**config.mk**
```make
export PLATFORM = sky130hd
export DESIGN_NAME = gtech_tie_monitor
export DESIGN_NICKNAME = d
export VERILOG_FILES = /design/src/rtl/gtech_tie_monitor.sv
export SDC_FILE = /design/constraint.sdc
export NUM_CORES = 1
export LEC_CHECK = 0
export CAP_MARGIN = 20
export CELL_PAD_IN_SITES_DETAIL_PLACEMENT = 0
export CELL_PAD_IN_SITES_GLOBAL_PLACEMENT = 2
export CORE_UTILIZATION = 36
export CTS_BUF_LIST = sky130_fd_sc_hd__clkbuf_16
export CTS_CLUSTER_SIZE = 40
export DETAILED_ROUTE_END_ITERATION = 7
export PLACE_DENSITY = 0.88
export SLEW_MARGIN = 20
export SYNTH_ARGS = -nofsm -noshare
export SYNTH_HDL_FRONTEND = slang
export SYNTH_SLANG_ARGS = --single-unit
```
**constraint.sdc**
```tcl
create_clock -name CP -period 2.12 [get_ports CP]
set_input_delay 0.424 -clock CP [delete_from_list [all_inputs] [get_ports CP]]
set_output_delay 0.424 -clock CP [all_outputs]
set_load 0.005 [all_outputs]
```
**src/rtl/gtech_tie_monitor.sv**
```systemverilog
// ============================================================================
// Module      : gtech_tie_monitor
// Description : Supervises nets driven by generic tie cells. Each net is
//               synchronised, glitch-filtered with a per-bit persistence
//               counter, and a persistent deviation from EXPECT is logged as
//               a sticky fault with a saturating event counter.
//               Optional feature macro: GTECH_TIE_MON_IRQ_EN adds the IRQ
//               port, a one-cycle pulse on entry to the fault state.
// Revision    : 1.0 - initial release
// ============================================================================
`default_nettype none

module gtech_tie_monitor #(
    parameter int unsigned          WIDTH   = 8,
    parameter logic [WIDTH-1:0]     EXPECT  = {WIDTH{1'b1}},
    parameter int unsigned          FILT    = 3,
    parameter int unsigned          ARM_CYC = 4,
    parameter int unsigned          CNT_W   = 8
) (
    input  logic                CP,
    input  logic                RST,
    input  logic [WIDTH-1:0]    A,
    input  logic                CLR,
    output logic                ARMED,
    output logic                FAULT,
    output logic [WIDTH-1:0]    FMASK,
    output logic [CNT_W-1:0]    ERR_CNT
`ifdef GTECH_TIE_MON_IRQ_EN
    ,
    output logic                IRQ
`endif
);

    localparam int unsigned c_PC_W = $clog2(FILT + 1);
    localparam int unsigned c_AC_W = $clog2(ARM_CYC + 1);

    localparam logic [c_PC_W-1:0] c_FILT_MAX = c_PC_W'(FILT);
    localparam logic [c_PC_W-1:0] c_FILT_PRE = c_PC_W'(FILT - 1);
    localparam logic [c_AC_W-1:0] c_ARM_LAST = c_AC_W'(ARM_CYC - 1);

    typedef enum logic [1:0] {
        ST_ARM     = 2'd0,
        ST_MONITOR = 2'd1,
        ST_FAULT   = 2'd2
    } state_t;

    logic [WIDTH-1:0]   r_sync1_q;
    logic [WIDTH-1:0]   r_sync2_q;
    logic [WIDTH-1:0]   w_dev;
    logic [WIDTH-1:0]   w_conf;

    state_t             r_state_q,   w_state_d;
    logic [c_AC_W-1:0]  r_arm_cnt_q, w_arm_cnt_d;
    logic [c_PC_W-1:0]  r_pc_q [WIDTH];
    logic [c_PC_W-1:0]  w_pc_d [WIDTH];
    logic               r_armed_q,   w_armed_d;
    logic               r_fault_q,   w_fault_d;
    logic [WIDTH-1:0]   r_fmask_q,   w_fmask_d;
    logic [CNT_W-1:0]   r_err_q,     w_err_d;
`ifdef GTECH_TIE_MON_IRQ_EN
    logic               r_irq_q,     w_irq_d;
`endif

    // Two-flop synchroniser; resets to the expected constant so a fresh reset reads clean
    always_ff @(posedge CP or posedge RST) begin
        if (RST) begin
            r_sync1_q <= EXPECT;
            r_sync2_q <= EXPECT;
        end else begin
            r_sync1_q <= A;
            r_sync2_q <= r_sync1_q;
        end
    end

    assign w_dev = r_sync2_q ^ EXPECT;

    // Next-state logic: arming delay, per-bit persistence filter, fault capture and acknowledge
    always_comb begin
        w_state_d   = r_state_q;
        w_arm_cnt_d = r_arm_cnt_q;
        w_pc_d      = r_pc_q;
        w_armed_d   = r_armed_q;
        w_fault_d   = r_fault_q;
        w_fmask_d   = r_fmask_q;
        w_err_d     = r_err_q;
        w_conf      = '0;
`ifdef GTECH_TIE_MON_IRQ_EN
        w_irq_d     = 1'b0;
`endif
        case (r_state_q)
            ST_ARM: begin
                if (r_arm_cnt_q == c_ARM_LAST) begin
                    w_state_d = ST_MONITOR;
                    w_armed_d = 1'b1;
                end else begin
                    w_arm_cnt_d = r_arm_cnt_q + 1'b1;
                end
            end
            ST_MONITOR, ST_FAULT: begin
                // A bit confirms only on the step into saturation, so a held
                // deviation logs once until it drops away again.
                for (int i = 0; i < int'(WIDTH); i++) begin
                    if (w_dev[i]) begin
                        if (r_pc_q[i] == c_FILT_PRE) begin
                            w_conf[i] = 1'b1;
                        end
                        if (r_pc_q[i] != c_FILT_MAX) begin
                            w_pc_d[i] = r_pc_q[i] + 1'b1;
                        end
                    end else begin
                        w_pc_d[i] = '0;
                    end
                end
                // The event counter records every confirmation edge, even one
                // that coincides with an acknowledge.
                if ((|w_conf) && (r_err_q != {CNT_W{1'b1}})) begin
                    w_err_d = r_err_q + 1'b1;
                end
                if ((r_state_q == ST_FAULT) && CLR) begin
                    w_state_d = ST_MONITOR;
                    w_fault_d = 1'b0;
                    w_fmask_d = '0;
                    for (int i = 0; i < int'(WIDTH); i++) begin
                        w_pc_d[i] = '0;
                    end
                end else if (|w_conf) begin
                    w_state_d = ST_FAULT;
                    w_fault_d = 1'b1;
                    w_fmask_d = r_fmask_q | w_conf;
`ifdef GTECH_TIE_MON_IRQ_EN
                    w_irq_d   = (r_state_q == ST_MONITOR);
`endif
                end
            end
            default: begin
                w_state_d   = ST_ARM;
                w_arm_cnt_d = '0;
                w_armed_d   = 1'b0;
                w_fault_d   = 1'b0;
                w_fmask_d   = '0;
            end
        endcase
    end

    // State and registered outputs
    always_ff @(posedge CP or posedge RST) begin
        if (RST) begin
            r_state_q   <= ST_ARM;
            r_arm_cnt_q <= '0;
            for (int i = 0; i < int'(WIDTH); i++) begin
                r_pc_q[i] <= '0;
            end
            r_armed_q   <= 1'b0;
            r_fault_q   <= 1'b0;
            r_fmask_q   <= '0;
            r_err_q     <= '0;
`ifdef GTECH_TIE_MON_IRQ_EN
            r_irq_q     <= 1'b0;
`endif
        end else begin
            r_state_q   <= w_state_d;
            r_arm_cnt_q <= w_arm_cnt_d;
            r_pc_q      <= w_pc_d;
            r_armed_q   <= w_armed_d;
            r_fault_q   <= w_fault_d;
            r_fmask_q   <= w_fmask_d;
            r_err_q     <= w_err_d;
`ifdef GTECH_TIE_MON_IRQ_EN
            r_irq_q     <= w_irq_d;
`endif
        end
    end

    assign ARMED   = r_armed_q;
    assign FAULT   = r_fault_q;
    assign FMASK   = r_fmask_q;
    assign ERR_CNT = r_err_q;
`ifdef GTECH_TIE_MON_IRQ_EN
    assign IRQ     = r_irq_q;
`endif

endmodule

`default_nettype wire
```
==> results.cfg, run 1 <==
[run_status]
outcome = completed

[layout]
seq_area_um2 = 1400
nets = 310
fin_cells = 374
fill_cells = 659
antenna_cells = 0
drive_gt1_share_pct = 15.1
multiInputGateArea_um2 = 1080
final_cell_mix = dfrtp_1 (39), nand2_1 (32), clkdlybuf4s50_1 (28)
layout_commonest_cell = dfrtp_1
syn2layout_area_growth_pct = 23.7

[floorplan]
die_h_um = 86.4
row_count = 30
initial_core_util_pct = 37.5
core_um2 = 6830
ioPinCount = 29
die_area_um2 = 7470
die_width_um = 86.4

[clock_tree]
ctsHtreeMaxLevel = 2
cts_tree = built
hold_buffers = 0
clk_latency_ns = 0.29
clk_pin_slew_worst_paths_ns = 0.07
post_cts_buffers = 0
clk_path_buf_depth = 2
cts_resized = 0
ctsRootBufferMaster = clkbuf_16
clock_sinks = 55
cts_buffers = 5

[min_path]
worstHoldStart = r_sync1_q[4]
hold_depth = 0
min_path_type = flop to flop

[power_and_ir_drop]
switching_share_pct = 37.4
netSwitchingPower_mw = 1.58
intPower_mw = 2.65
p_seq_share_pct = 38.5
p_leak_nw = 1.43
power_density_nw_per_um2 = 1330
peakVddDrop_v = 0.000480
comb_power_share_pct = 41.8
p_total_mw = 4.23
p_clk_share_pct = 19.6

[sta]
period_share_pct = 96.1
worstMarginPinSlew_ns = 0.466
whs_ns = 0.357
relSlewSlack_pct = 68.9
hold_viol = 0
finalSetupTns_ns = 0
max_freq_ghz = 0.491
setup_viol = 0
rsz0062_at_grt = false
period_needed_ns = 2.04
fin_skew_ns = 0.00522
final_max_slew_viol_count = 0

[route]
ant_nets = 0
routed_wirelength_um = 4790
drt_iter0_drc = 104
detail_route.wl_per_cell_um = 12.8
viasPerCell = 4.78
drtPass1Iterations = 4
route.vias.total = 1788
drc_errors = 0

[grt]
grt_pass1_wl_um = 8380
grt_start_max_net_pins = 38
grt-ovfl-total = 0
grt_pass1_vias = 1757
grt_usage_pct = 14.5
antenna_found_initial = 0

[critical_path]
reg2reg_from = r_pc_q[12]
rrSetupSlack_ns = 0.08
cp-endpoint = ERR_CNT[6]
cp-end-kind = flop
crit_start = r_pc_q[12]
start_kind = flop
crit_type = flop to flop
worstPathArrival_ns = 2.22
crit_fanout = 7
required_ns = 2.30
r2r_cells = 7
r2r_end = ERR_CNT[6]

[yosys]
synth_area_um2 = 2560
synth-warning-count = 0
seq_area_frac_synth_pct = 54.4
netlist_instances = 239
syn_nets = 272
ys_ff_latch = 55
avgSynthCellArea_um2 = 10.7
yosys.cell_types.count = 36

[place]
numPortBuffers = 28
gp_congestion = 0.711
placed_cells = 366
dp_hpwl_um = 3500

[flow_run]
drv_cap = 0
[power groups by stage]
| stage | clock network, mW | registers [mW] | logic [mW] |
|---|---|---|---|
| global route | 0.917 | 1.68 | 2.03 |
| CTS | 0.858 | 1.63 | 1.81 |
| detailed placement | 0 | 1.65 | 1.80 |
| global placement | 0 | 1.64 | 1.76 |
| finish | 0.832 | 1.63 | 1.77 |
| floorplan | 0 | 1.60 | 1.14 |
[metrics by stage]
stage / worst slack (ns) / utilization, % / cell area [um^2]
finish: 0.0830 / 46.4 / 3170
global route: 0.00411 / 46.4 / 3170
CTS: 0.0830 / 46.4 / 3170
detailed placement: 0.0918 / 44.2 / 3020
global placement: 0.124 / 44.2 / 3020
floorplan: 0.171 / - / 2560
[state kept, by name, indices dropped and copies added, names as in the netlist]
register / flops
r_arm_cnt_q: 3
r_state_q: 2
FMASK: 8
r_sync1_q: 8
FAULT: 1
r_pc_q: 16
ERR_CNT: 8
ARMED: 1
r_sync2_q: 8
[cell usage after synthesis (all sizes together)]
cell | number | area, um^2
clkbuf | 6 | 22.5
nand2b | 3 | 18.8
nor4 | 1 | 12.5
or3 | 2 | 12.5
dfrtp | 39 | 976
or4 | 3 | 30.0
inv | 17 | 63.8
xor2 | 6 | 52.6
nor3 | 4 | 25.0
a22oi | 1 | 7.51
nand2 | 32 | 120
dfstp | 16 | 420
and3 | 1 | 6.26
o32ai | 3 | 26.3
o211ai | 1 | 7.51
nor2 | 18 | 86.3
a21oi | 20 | 100
o41ai | 4 | 35.0
nand3 | 1 | 5.00
ha | 22 | 275
nor3b | 2 | 15.0
o21ai | 15 | 75.1
o31ai | 3 | 22.5
mux2 | 2 | 30.0
o21ba | 1 | 10.0
and2 | 1 | 6.26
nor4b | 1 | 8.76
and4 | 1 | 8.76
o22ai | 1 | 6.26
nand4 | 1 | 6.26
nor2b | 8 | 50.1
nand3b | 3 | 22.5
[layout make-up]
cell class,instances,share of cell area (%)
Clock inverter,3,0.789
Multi-Input combinational cell,161,34.1
Timing Repair Buffer,37,11.4
Sequential cell,55,44.0
Tap cell,96,3.79
Clock buffer,5,3.94
Inverter,17,2.01
[cells by family (layout without fill, tap and decap cells)]
| family | count (synthesis) | after routing | share of synthesized area, % |
|---|---|---|---|
| AO/OA/AOI/OAI | 49 | 49 | 11.3 |
| XOR/XNOR | 6 | 6 | 2.05 |
| buffers and inverters | 23 | 62 | 3.37 |
| adder cells (fa/ha/maj) | 22 | 22 | 10.7 |
| AND/OR/NAND/NOR | 82 | 82 | 16.9 |
| multiplexers | 2 | 2 | 1.17 |
| flip-flops | 55 | 55 | 54.4 |
[worst max-delay path, cell delays in order, from the launching register on]
cell and delay, ns:
dfrtp_1 0.39, inv_1 0.07, ha_1 0.18, nor2b_1 0.14
or4_4 0.58, nor2_8 0.19, nor4_2 0.08, mux2_4 0.29
[metal layers]
| layer | track usage [%] | routed length (um) | up-vias | share of wire, % |
|---|---|---|---|---|
| li1 | - | - | 897 | - |
| met1 | 19.6 | 2410 | 868 | 50 |
| met2 | 23.5 | 2250 | 21 | 47 |
| met3 | 2.86 | 101 | 2 | 2.1 |
| met4 | 4.70 | 22 | 0 | 0.46 |
| met5 | 0 | 0 | - | 0 |
[worst min path at each step]
stage / to / slack [ns]
floorplan: r_sync2_q[0] / 0.35
global placement: r_sync2_q[4] / 0.35
detailed placement: r_sync2_q[4] / 0.35
CTS: r_sync2_q[4] / 0.36
global route: r_sync2_q[1] / 0.36
finish: r_sync2_q[4] / 0.36
Power figures use the tool's default switching activity.
==> run 2, diff against run 1 <==
- CORE_UTILIZATION: 36 -> 33
- PLACE_DENSITY: 0.88 -> 0.85
- clock period: 2.12 -> 1.7 ns (I/O delays scaled with it)
==> run 2 against run 1 <==
  * The flow now finishes with violations (setup timing)
  * Clock skew fell by 0.00083 ns
  * Combinational power rose by 84%
  * Routed wire length rose by 11%
  * Utilization rose by 3.3 points
  * Largest power group unchanged
  * First-iteration DRC count fell by 38%
  * Non-clock buffer count rose by 47
==> results.cfg, run 2 (same netlist as run 1, synthesis figures left out) <==
[run_status]
outcome = finished with violations
violations = setup timing

[critical_path]
cp-end-kind = flop
crit_path_top_delay_cell = or4_4
start_kind = flop
worstPathArrival_ns = 2.12
crit_fanout = 7
max_stage_delay_ns = 0.57
required_ns = 1.88
worst-path-buf-inv = 1
crit_type = flop to flop
critical-path-top-delay-family = simple AND/OR/NAND/NOR gates
crit_chain = inv_1, ha_2, nor2b_4, or4_4, nor2_8, nor4_4, mux2_4

[route]
routed.top_layer = met4
wl_met3_um = 158
wl_met2_um = 2570
route.vias.total = 1982
drc_errors = 0
detail_route.wl_per_cell_um = 12.5
ant_nets = 0
wl_met1_um = 2540
routed_wirelength_um = 5320
viasPerCell = 4.67
drtPass1Iterations = 4
drt_iter0_drc = 64

[min_path]
min_path_type = flop to flop

[place]
numPortBuffers = 28
gp_congestion = 0.751
dp_hpwl_um = 3790

[clock_tree]
clk_path_buf_depth = 2
clk_pin_slew_worst_paths_ns = 0.07
ctsRootBufferMaster = clkbuf_16
cts_buffers = 5
ctsHtreeMaxLevel = 2
hold_buffers = 0
clock_sinks = 55
clk_latency_ns = 0.29
cts_tree = built

[grt]
antenna_found_initial = 0
grt_usage_pct = 14.2
grt_pass1_wl_um = 9320
grt-ovfl-total = 0
grt_start_max_net_pins = 56
grt_pass1_vias = 1991

[sta]
final_max_slew_viol_count = 0
relSlewSlack_pct = 79.9
period_needed_ns = 1.94
worstMarginPinSlew_ns = 0.298
hold_viol = 0
max_freq_ghz = 0.515
whs_ns = 0.356
fin_skew_ns = 0.00438
period_share_pct = 114
layout_setup_ws_ns = -0.243
rsz0062_at_grt = true
setup_viol = 11

[layout]
antenna_cells = 0
largest_reg_flops = 16
nets = 357
final_cell_mix = buf_4 (54), dfrtp_1 (39), nand2_1 (30)
syn2layout_area_growth_pct = 43.0
layout_commonest_cell = buf_4
regMostFlops = r_pc_q
drive_gt1_share_pct = 32.9
fill_cells = 674

[floorplan]
row_count = 31
die_h_um = 90.2
ioPinCount = 29
core_um2 = 7370
initial_core_util_pct = 34.8
die_area_um2 = 8130
die_width_um = 90.2

[power_and_ir_drop]
power_density_nw_per_um2 = 1740
peakVddDrop_v = 0.000821
p_total_mw = 6.38
p_leak_nw = 1.70

[flow_run]
drv_cap = 0
[run 2: cell count changes in the layout (fill, tap and decap cells not counted), sizes merged]
cell	previous run	this run
clkinv	2	1
buf	9	56
bufinv	0	1
inv	17	18
clkinvlp	1	0
[run 2: routing by layer]
layer	vias to the layer above	track usage, %
li1	992	-
met1	954	19.3
met4	0	4.44
met2	29	22.9
met5	-	0
met3	7	2.88
[run 2: through the flow]
step           worst slack, ns  util [%]  TNS, ns  area [um^2]  instances
5_1_grt                 -0.317      49.8    -3.12         3670        424
4_1_cts                 -0.249      49.0    -2.24         3610        424
6_report                -0.243      49.8    -2.17         3670        424
2_1_floorplan           -0.212         -    -1.13         2590        239
3_3_place_gp            -0.220      45.5    -2.12         3350        409
3_5_place_dp            -0.266      45.5    -2.66         3350        409
[run 2: worst paths after layout]
kind / start / end / slack [ns] / cells past startpoint
max: r_pc_q[2] / ERR_CNT[6] / -0.24 / 7
min: r_sync1_q[5] / r_sync2_q[5] / 0.36 / 0
max reg2reg: r_pc_q[2] / ERR_CNT[6] / -0.24 / 7
min reg2reg: r_sync1_q[5] / r_sync2_q[5] / 0.36 / 0
max in group asynchronous: RST / r_sync2_q[6] / 0.99 / 3
min in group asynchronous: RST / r_pc_q[6] / 0.40 / 3
[run 2: final cells by class]
cell class / instances / area (um^2) / share of cell area (%)
Clock inverter: 3 / 42.5 / 1.16
Sequential cell: 55 / 1400 / 38.1
Timing Repair Buffer: 84 / 717 / 19.5
Multi-Input combinational cell: 161 / 1200 / 32.7
Clock buffer: 5 / 125 / 3.41
Inverter: 17 / 63.8 / 1.74
Tap cell: 99 / 124 / 3.38
[run 2: where the power goes]
group          switching, mW  leakage (nW)  internal [mW]  total, mW
sequential             0.251         0.683           1.71       1.96
combinational           1.52         0.939           1.74       3.26
clock                  0.459        0.0818          0.696       1.15
[run 2: what timing repair did]
item                                    in CTS  in global routing
setup buffers                                7                  0
resized for setup                           10                 19
hold endpoints to repair                     0                  0
endpoints found under the setup margin      13                 22
pin swaps                                    6                  1
==> run 3, diff against run 2 <==
- CORE_MARGIN: default -> 1
==> results of run 3 <==
The final DEF is identical to that of run 2; final timing and power are the same.
